==> src/rtl/hd44780_writer_pkg.sv <==
// Shared constants, state types and helpers for the HD44780 character writer.
// Control-character handling is enabled with the LCD_CTRL_CHARS_EN macro.
package hd44780_writer_pkg;

    localparam logic [7:0] LCD_FUNC_SET = 8'h38;
    localparam logic [7:0] LCD_DISP_ON  = 8'h0C;
    localparam logic [7:0] LCD_CLEAR    = 8'h01;
    localparam logic [7:0] LCD_ENTRY    = 8'h06;
    localparam logic [7:0] LCD_DDRAM    = 8'h80;
    localparam logic [7:0] LCD_LINE2    = 8'h40;

    localparam logic [7:0] ASCII_LF = 8'h0A;
    localparam logic [7:0] ASCII_FF = 8'h0C;
    localparam logic [7:0] ASCII_BS = 8'h08;

    localparam logic [2:0] INIT_LAST = 3'd5;

    typedef enum logic [3:0] {
        PWR_WAIT,
        INIT_GO,
        INIT_WAIT,
        IDLE,
        DATA_GO,
        DATA_WAIT,
        ADDR_GO,
        CLEAR_GO,
        CMD_WAIT,
        RELEASE
    } writer_state_e;

    typedef enum logic [1:0] {
        BC_IDLE,
        BC_SETUP,
        BC_PULSE,
        BC_WAIT
    } bus_state_e;

    // Power-on command ROM: three function sets, display on, clear, entry mode.
    function automatic logic [7:0] init_cmd(input logic [2:0] idx);
        case (idx)
            3'd0, 3'd1, 3'd2: return LCD_FUNC_SET;
            3'd3:             return LCD_DISP_ON;
            3'd4:             return LCD_CLEAR;
            default:          return LCD_ENTRY;
        endcase
    endfunction

    function automatic logic [7:0] ddram_addr(input logic row, input logic [7:0] col);
        return LCD_DDRAM | (row ? LCD_LINE2 : 8'h00) | col;
    endfunction

endpackage

==> src/rtl/hd44780_writer_if.sv <==
// Processor-side byte handshake: the processor drives ascii/consume, the writer drives ready.
interface hd44780_writer_if;
    logic [7:0] ascii;
    logic       consume;
    logic       ready;

    modport master (output ascii, output consume, input ready);
    modport slave  (input ascii, input consume, output ready);
endinterface

==> src/rtl/hd44780_writer_lcd_bus_cycle.sv <==
// One HD44780 bus write: RS/DATA setup, timed E pulse, then a post-write busy wait.
module lcd_bus_cycle
    import hd44780_writer_pkg::*;
#(
    parameter int unsigned T_SETUP  = 2,
    parameter int unsigned T_EPULSE = 25
) (
    input  logic        clock,
    input  logic        reset,
    input  logic        start,
    input  logic        rs,
    input  logic [7:0]  data_in,
    input  logic [31:0] wait_cycles,
    output logic        done,
    output logic        lcd_e,
    output logic        lcd_rs,
    output logic [7:0]  lcd_data
);

    bus_state_e  state_q, state_d;
    logic [31:0] cnt_q, cnt_d;
    logic [31:0] wait_q, wait_d;
    logic        rs_q, rs_d;
    logic [7:0]  data_q, data_d;

    always_ff @(posedge clock or negedge reset) begin
        if (!reset) begin
            state_q <= BC_IDLE;
            cnt_q   <= '0;
            wait_q  <= '0;
            rs_q    <= 1'b0;
            data_q  <= 8'h00;
        end else begin
            state_q <= state_d;
            cnt_q   <= cnt_d;
            wait_q  <= wait_d;
            rs_q    <= rs_d;
            data_q  <= data_d;
        end
    end

    // RS/DATA stay latched after the post-wait so the bus never changes under E.
    always_comb begin
        state_d = state_q;
        cnt_d   = cnt_q;
        wait_d  = wait_q;
        rs_d    = rs_q;
        data_d  = data_q;
        done    = 1'b0;
        case (state_q)
            BC_IDLE: begin
                if (start) begin
                    rs_d    = rs;
                    data_d  = data_in;
                    wait_d  = wait_cycles;
                    cnt_d   = '0;
                    state_d = BC_SETUP;
                end
            end
            BC_SETUP: begin
                if (cnt_q + 32'd1 >= T_SETUP) begin
                    cnt_d   = '0;
                    state_d = BC_PULSE;
                end else begin
                    cnt_d = cnt_q + 32'd1;
                end
            end
            BC_PULSE: begin
                if (cnt_q + 32'd1 >= T_EPULSE) begin
                    cnt_d   = '0;
                    state_d = BC_WAIT;
                end else begin
                    cnt_d = cnt_q + 32'd1;
                end
            end
            BC_WAIT: begin
                if (cnt_q + 32'd1 >= wait_q) begin
                    done    = 1'b1;
                    cnt_d   = '0;
                    state_d = BC_IDLE;
                end else begin
                    cnt_d = cnt_q + 32'd1;
                end
            end
            default: state_d = BC_IDLE;
        endcase
    end

    assign lcd_e    = (state_q == BC_PULSE);
    assign lcd_rs   = rs_q;
    assign lcd_data = data_q;

endmodule

==> src/rtl/hd44780_writer.sv <==
// HD44780 16x2 character writer: power-on init, cursor tracking with line wrap, byte handshake.
// Optional control-character handling (LF, FF, BS) is enabled by defining LCD_CTRL_CHARS_EN.
module hd44780_writer
    import hd44780_writer_pkg::*;
#(
    parameter int unsigned T_POWERUP = 750000,
    parameter int unsigned T_INIT1   = 205000,
    parameter int unsigned T_INIT2   = 5000,
    parameter int unsigned T_CMD     = 2000,
    parameter int unsigned T_CLEAR   = 82000,
    parameter int unsigned T_SETUP   = 2,
    parameter int unsigned T_EPULSE  = 25,
    parameter int unsigned COLS      = 16
) (
    input  logic              clock,
    input  logic              reset,
    hd44780_writer_if.slave   host,
    output logic [7:0]        lcd_data,
    output logic              lcd_rs,
    output logic              lcd_e,
    output logic              lcd_rw
);

    writer_state_e state_q, state_d;
    logic [31:0]   cnt_q, cnt_d;
    logic [2:0]    idx_q, idx_d;
    logic [7:0]    char_q, char_d;
    logic [7:0]    col_q, col_d;
    logic          row_q, row_d;

    logic          bus_start;
    logic          bus_rs;
    logic [7:0]    bus_byte;
    logic [31:0]   bus_wait;
    logic          bus_done;

    function automatic logic [31:0] init_wait(input logic [2:0] idx);
        case (idx)
            3'd0:    return T_INIT1;
            3'd1:    return T_INIT2;
            3'd4:    return T_CLEAR;
            default: return T_CMD;
        endcase
    endfunction

    always_ff @(posedge clock or negedge reset) begin
        if (!reset) begin
            state_q <= PWR_WAIT;
            cnt_q   <= '0;
            idx_q   <= 3'd0;
            char_q  <= 8'h00;
            col_q   <= 8'h00;
            row_q   <= 1'b0;
        end else begin
            state_q <= state_d;
            cnt_q   <= cnt_d;
            idx_q   <= idx_d;
            char_q  <= char_d;
            col_q   <= col_d;
            row_q   <= row_d;
        end
    end

    always_comb begin
        state_d   = state_q;
        cnt_d     = cnt_q;
        idx_d     = idx_q;
        char_d    = char_q;
        col_d     = col_q;
        row_d     = row_q;
        bus_start = 1'b0;
        bus_rs    = 1'b0;
        bus_byte  = 8'h00;
        bus_wait  = T_CMD;
        case (state_q)
            PWR_WAIT: begin
                if (cnt_q + 32'd1 >= T_POWERUP) begin
                    cnt_d   = '0;
                    state_d = INIT_GO;
                end else begin
                    cnt_d = cnt_q + 32'd1;
                end
            end
            INIT_GO: begin
                bus_start = 1'b1;
                bus_byte  = init_cmd(idx_q);
                bus_wait  = init_wait(idx_q);
                state_d   = INIT_WAIT;
            end
            INIT_WAIT: begin
                if (bus_done) begin
                    if (idx_q == INIT_LAST) begin
                        state_d = IDLE;
                    end else begin
                        idx_d   = idx_q + 3'd1;
                        state_d = INIT_GO;
                    end
                end
            end
            IDLE: begin
                if (host.consume) begin
                    char_d = host.ascii;
`ifdef LCD_CTRL_CHARS_EN
                    // Cursor moves are applied here so ADDR_GO sees the new position.
                    if (host.ascii >= 8'h20) begin
                        state_d = DATA_GO;
                    end else if (host.ascii == ASCII_LF) begin
                        col_d   = 8'h00;
                        row_d   = ~row_q;
                        state_d = ADDR_GO;
                    end else if (host.ascii == ASCII_FF) begin
                        col_d   = 8'h00;
                        row_d   = 1'b0;
                        state_d = CLEAR_GO;
                    end else if (host.ascii == ASCII_BS && col_q != 8'h00) begin
                        col_d   = col_q - 8'd1;
                        state_d = ADDR_GO;
                    end else begin
                        state_d = RELEASE;
                    end
`else
                    state_d = DATA_GO;
`endif
                end
            end
            DATA_GO: begin
                bus_start = 1'b1;
                bus_rs    = 1'b1;
                bus_byte  = char_q;
                state_d   = DATA_WAIT;
            end
            DATA_WAIT: begin
                if (bus_done) begin
                    if (col_q + 8'd1 == 8'(COLS)) begin
                        col_d   = 8'h00;
                        row_d   = ~row_q;
                        state_d = ADDR_GO;
                    end else begin
                        col_d   = col_q + 8'd1;
                        state_d = host.consume ? RELEASE : IDLE;
                    end
                end
            end
            ADDR_GO: begin
                bus_start = 1'b1;
                bus_byte  = ddram_addr(row_q, col_q);
                state_d   = CMD_WAIT;
            end
            CLEAR_GO: begin
                bus_start = 1'b1;
                bus_byte  = LCD_CLEAR;
                bus_wait  = T_CLEAR;
                state_d   = CMD_WAIT;
            end
            CMD_WAIT: begin
                if (bus_done) begin
                    state_d = host.consume ? RELEASE : IDLE;
                end
            end
            RELEASE: begin
                if (!host.consume) begin
                    state_d = IDLE;
                end
            end
            default: state_d = PWR_WAIT;
        endcase
    end

    assign host.ready = (state_q == IDLE);
    assign lcd_rw     = 1'b0;

    lcd_bus_cycle #(
        .T_SETUP  (T_SETUP),
        .T_EPULSE (T_EPULSE)
    ) u_bus (
        .clock       (clock),
        .reset       (reset),
        .start       (bus_start),
        .rs          (bus_rs),
        .data_in     (bus_byte),
        .wait_cycles (bus_wait),
        .done        (bus_done),
        .lcd_e       (lcd_e),
        .lcd_rs      (lcd_rs),
        .lcd_data    (lcd_data)
    );

endmodule

==> src/flat_wrapper.sv <==
// flat-port wrapper written by rule: the top's interface ports become plain ports
module hd44780_writer_flat import hd44780_writer_pkg::*;
#(
    parameter int unsigned T_POWERUP = 750000,
    parameter int unsigned T_INIT1   = 205000,
    parameter int unsigned T_INIT2   = 5000,
    parameter int unsigned T_CMD     = 2000,
    parameter int unsigned T_CLEAR   = 82000,
    parameter int unsigned T_SETUP   = 2,
    parameter int unsigned T_EPULSE  = 25,
    parameter int unsigned COLS      = 16
)
  (clock, reset, lcd_data, lcd_rs, lcd_e, lcd_rw, host_ascii, host_consume, host_ready);
  hd44780_writer_if host_i ();
  input  logic clock;
  input  logic reset;
  output logic [7:0] lcd_data;
  output logic lcd_rs;
  output logic lcd_e;
  output logic lcd_rw;
  input wire logic [$bits(host_i.ascii)-1:0] host_ascii;
  input wire logic [$bits(host_i.consume)-1:0] host_consume;
  output wire logic [$bits(host_i.ready)-1:0] host_ready;
  assign host_i.ascii = host_ascii;
  assign host_i.consume = host_consume;
  assign host_ready = host_i.ready;
  hd44780_writer #(.T_POWERUP(T_POWERUP), .T_INIT1(T_INIT1), .T_INIT2(T_INIT2), .T_CMD(T_CMD), .T_CLEAR(T_CLEAR), .T_SETUP(T_SETUP), .T_EPULSE(T_EPULSE), .COLS(COLS)) u_core (.clock(clock), .reset(reset), .host(host_i), .lcd_data(lcd_data), .lcd_rs(lcd_rs), .lcd_e(lcd_e), .lcd_rw(lcd_rw));
endmodule
==> config.mk <==
export PLATFORM = sky130hd
export DESIGN_NAME = hd44780_writer_flat
export DESIGN_NICKNAME = d
export VERILOG_FILES = /design/src/rtl/hd44780_writer_pkg.sv /design/src/rtl/hd44780_writer_if.sv /design/src/rtl/hd44780_writer_lcd_bus_cycle.sv /design/src/rtl/hd44780_writer.sv /design/src/flat_wrapper.sv
export SDC_FILE = /design/constraint.sdc
export NUM_CORES = 1
export LEC_CHECK = 0
export CORE_ASPECT_RATIO = 1.75
export CORE_MARGIN = 5
export CORE_UTILIZATION = 40
export DETAILED_ROUTE_END_ITERATION = 6
export PLACE_DENSITY = 0.64
export SKIP_LAST_GASP = 1
export SYNTH_ARGS = -nofsm -noshare
export SYNTH_HDL_FRONTEND = slang
export SYNTH_SLANG_ARGS = --single-unit
==> constraint.sdc <==
create_clock -name clock -period 4.3 [get_ports clock]
set_clock_uncertainty 0.15 [all_clocks]
set_input_delay 0.86 -clock clock [delete_from_list [all_inputs] [get_ports clock]]
set_output_delay 0.86 -clock clock [all_outputs]
set_load 0.02 [all_outputs]
==> metrics.csv <==
metric;value;unit
core_area;17890;sq um
ios;23;
maxCapViolations;0;
arrival;4170;ps
routedWlPerCell;17.15;microns
firstDrtPassIters;6;
fin_nets;863;
ff_latch_area;2728;sq um
netlist_instances;801;
syn_area;7221;sq um
numClockSinks;109;
fin_crit_sh;93.79;%
start_util;40.36;%
grt_util_all_layers;17.59;%
worstMarginPinSlew;848.9;ps
synth-main-ff-cell;dfrtp_1;
first_iter_violations;301;
diodes;0;
p_leak;3.522;nW
cts_made_buffers;9;
synth_common_cells;dfrtp_1, nand2_1, nor2_1;
syn_area_per_cell;9.015;sq um
cts_buffer_depth;2;
num_rows;65;
outcome;complete, no violations;
end_kind;flip-flop;
finalSetupTns;0;ps
max_slew_margin;43.29;%
holdBufCountCts;0;
grt_pass1_wl;30.32;mm
ys_types;80;
fp.dieH;187.7;microns
irDropWorstVdd;0.0001746;V
gp_congestion;0.8560;
synth_seq_cells;109;
grt_pass1_vias;6097;
startpoint;u_core.u_bus.cnt_q[7];
place_ws;305.7;ps
post-route-drc-count;0;
r2r_setup_slack;270;ps
ys_seq_area_share;37.78;%
grt_max_degree;49;
p_per_area;229.1;nW/um^2
drt-vias-per-instance;5.792;
root_buffer;clkbuf_16;
antenna_found_initial;0;
yosys.area.top_type_share;37.78;%
crit_path_max_fanout;13;
post_cts_resized;0;
synth_area_leaders;dfrtp_1, ha_1, nand2_1, o21ai_0, nor2_1;
critPathKind;reg2reg;
slew_violations;0;
finalCriticalPeriod;4033;ps
drive_gt1_share;11.62;%
grt_remaining_overflow;0;
crit_path_end;u_core.u_bus.cnt_q[0];
reg2reg_to;u_core.u_bus.cnt_q[0];
cts_setup_buffers;0;
clk_pin_slew;70;ps
postRouteAntennaNets;0;
nFillCells;1800;
synth_nets;841;
ys_warn_count;0;
multiInputGateArea;4133;sq um
cp-start-kind;flip-flop;
num_vias;6139;
rsz0062_at_grt;no;
hold_viol;0;
setup_slack;266.9;ps
synthArstFlopShare;100.0;%
synth_most_common_cell;dfrtp_1;
fp.dieW;111.6;microns
routed_wl;18.17;mm
synth_edf_count;0;
dieArea;20940;sq um
hold_path_depth;1;
htreeDepth;3;
io_buffers;21;
required;4440;ps
r2r-start;u_core.u_bus.cnt_q[7];
setup_viol;0;
hpwl;13.56;mm
synth_top_area_cell;dfrtp_1;
syn2layout_area_growth;11.30;%
r2r_cells;14;
fmax;247.9;MHz
clock_latency;360;ps
holdCritPathClass;reg2reg;
cts_tree;done;
-- cell usage in the layout, fill, tap and decap left out, types with 7 or more instances in the layout --
cell	n
a21o_1	19
clkdlybuf4s50_1	20
mux2i_1	14
o21a_1	7
buf_4	38
ha_1	29
dfrtp_1	109
nor3b_1	8
mux2_2	14
o31ai_1	9
and4_1	8
clkbuf_16	9
a211oi_1	7
and2_1	20
xor2_1	12
a22o_1	8
or3_1	7
nand4_1	12
nand3_1	40
nor3_1	27
xnor2_1	15
nor4_1	11
a21oi_1	29
nor2_1	55
nand2_1	73
inv_1	35
nand2b_1	7
nor2b_1	17
o21ai_0	53
and3_1	13
-- how the worst min path moves through the flow --
stage / slack (ps) / start / end
2_1_floorplan: 290 / u_core.row_q / u_core.row_q
3_3_place_gp: 310 / u_core.row_q / u_core.row_q
3_5_place_dp: 310 / u_core.row_q / u_core.row_q
4_1_cts: 320 / u_core.row_q / u_core.row_q
5_1_grt: 330 / u_core.row_q / u_core.row_q
6_report: 320 / u_core.row_q / u_core.row_q
-- area by class of cell --
class / instances / area share [%]
multi-input cells: 610 / 51.42
repair buffers: 58 / 6.041
well taps: 234 / 3.643
inverters: 35 / 1.635
clock inverters: 3 / 0.2958
clock buffers: 11 / 3.020
flip-flops and latches: 109 / 33.94
-- sequential cells by signal, indices dropped and copies added (netlist names) --
register               flops
u_core.char_q              8
u_core.idx_q               3
u_core.u_bus.lcd_data      8
u_core.u_bus.cnt_q        32
u_core.row_q               1
u_core.col_q               8
u_core.cnt_q              32
u_core.u_bus.wait_q       10
u_core.u_bus.lcd_rs        1
u_core.u_bus.state_q       2
u_core.state_q             4
-- logic make-up after synthesis --
| family | count (synthesis) | share of synthesized area (%) |
|---|---|---|
| other | 1 | 0.05193 |
| buffers and inverters | 82 | 5.077 |
| xor gates and xnor gates | 27 | 3.275 |
| AOI/OAI and AO/OA | 194 | 19.18 |
| and+or+nand+nor | 330 | 25.28 |
| DFF | 109 | 37.78 |
| adders and majority gates | 29 | 5.025 |
| muxes | 29 | 4.332 |
-- critical path, cell delays in order (launching register included) --
cell,delay (ps)
dfrtp_1,540
nand4_1,190
nor3_1,220
and3_1,210
xnor2_1,230
inv_1,120
ha_1,330
a21o_1,180
a21oi_1,120
and2_1,130
a31o_2,180
a32o_1,210
or3b_2,670
nor2_4,280
mux2_2,200
-- through the flow --
stage	instance area (sq um)	total power, mW	utilization, %	hold WS [ps]	cells
2_1_floorplan	7221	1.049	-	292.6	801
3_3_place_gp	7770	1.080	43.43	305.3	1046
3_5_place_dp	7770	1.081	43.43	306.7	1046
4_1_cts	8036	1.868	44.92	320.8	1060
5_1_grt	8036	1.910	44.92	328.4	1060
6_report	8036	1.841	44.92	321.0	1060
-- per-layer routing --
metal	track usage (%)	vias up	wire (microns)
li1	-	2944	-
met1	19.42	3029	7239
met2	33.08	119	9797
met3	2.163	47	419
met4	8.056	0	718
met5	0	-	0
-- report_power, final --
part / switching, mW / internal (mW) / total, mW
sequential: 0 / 1.02 / 1.02
clock: 0.378 / 0.404 / 0.782
combinational: 0.0241 / 0.0103 / 0.0344
total: 0.402 / 1.44 / 1.84
Power figures use the tool's default switching activity.
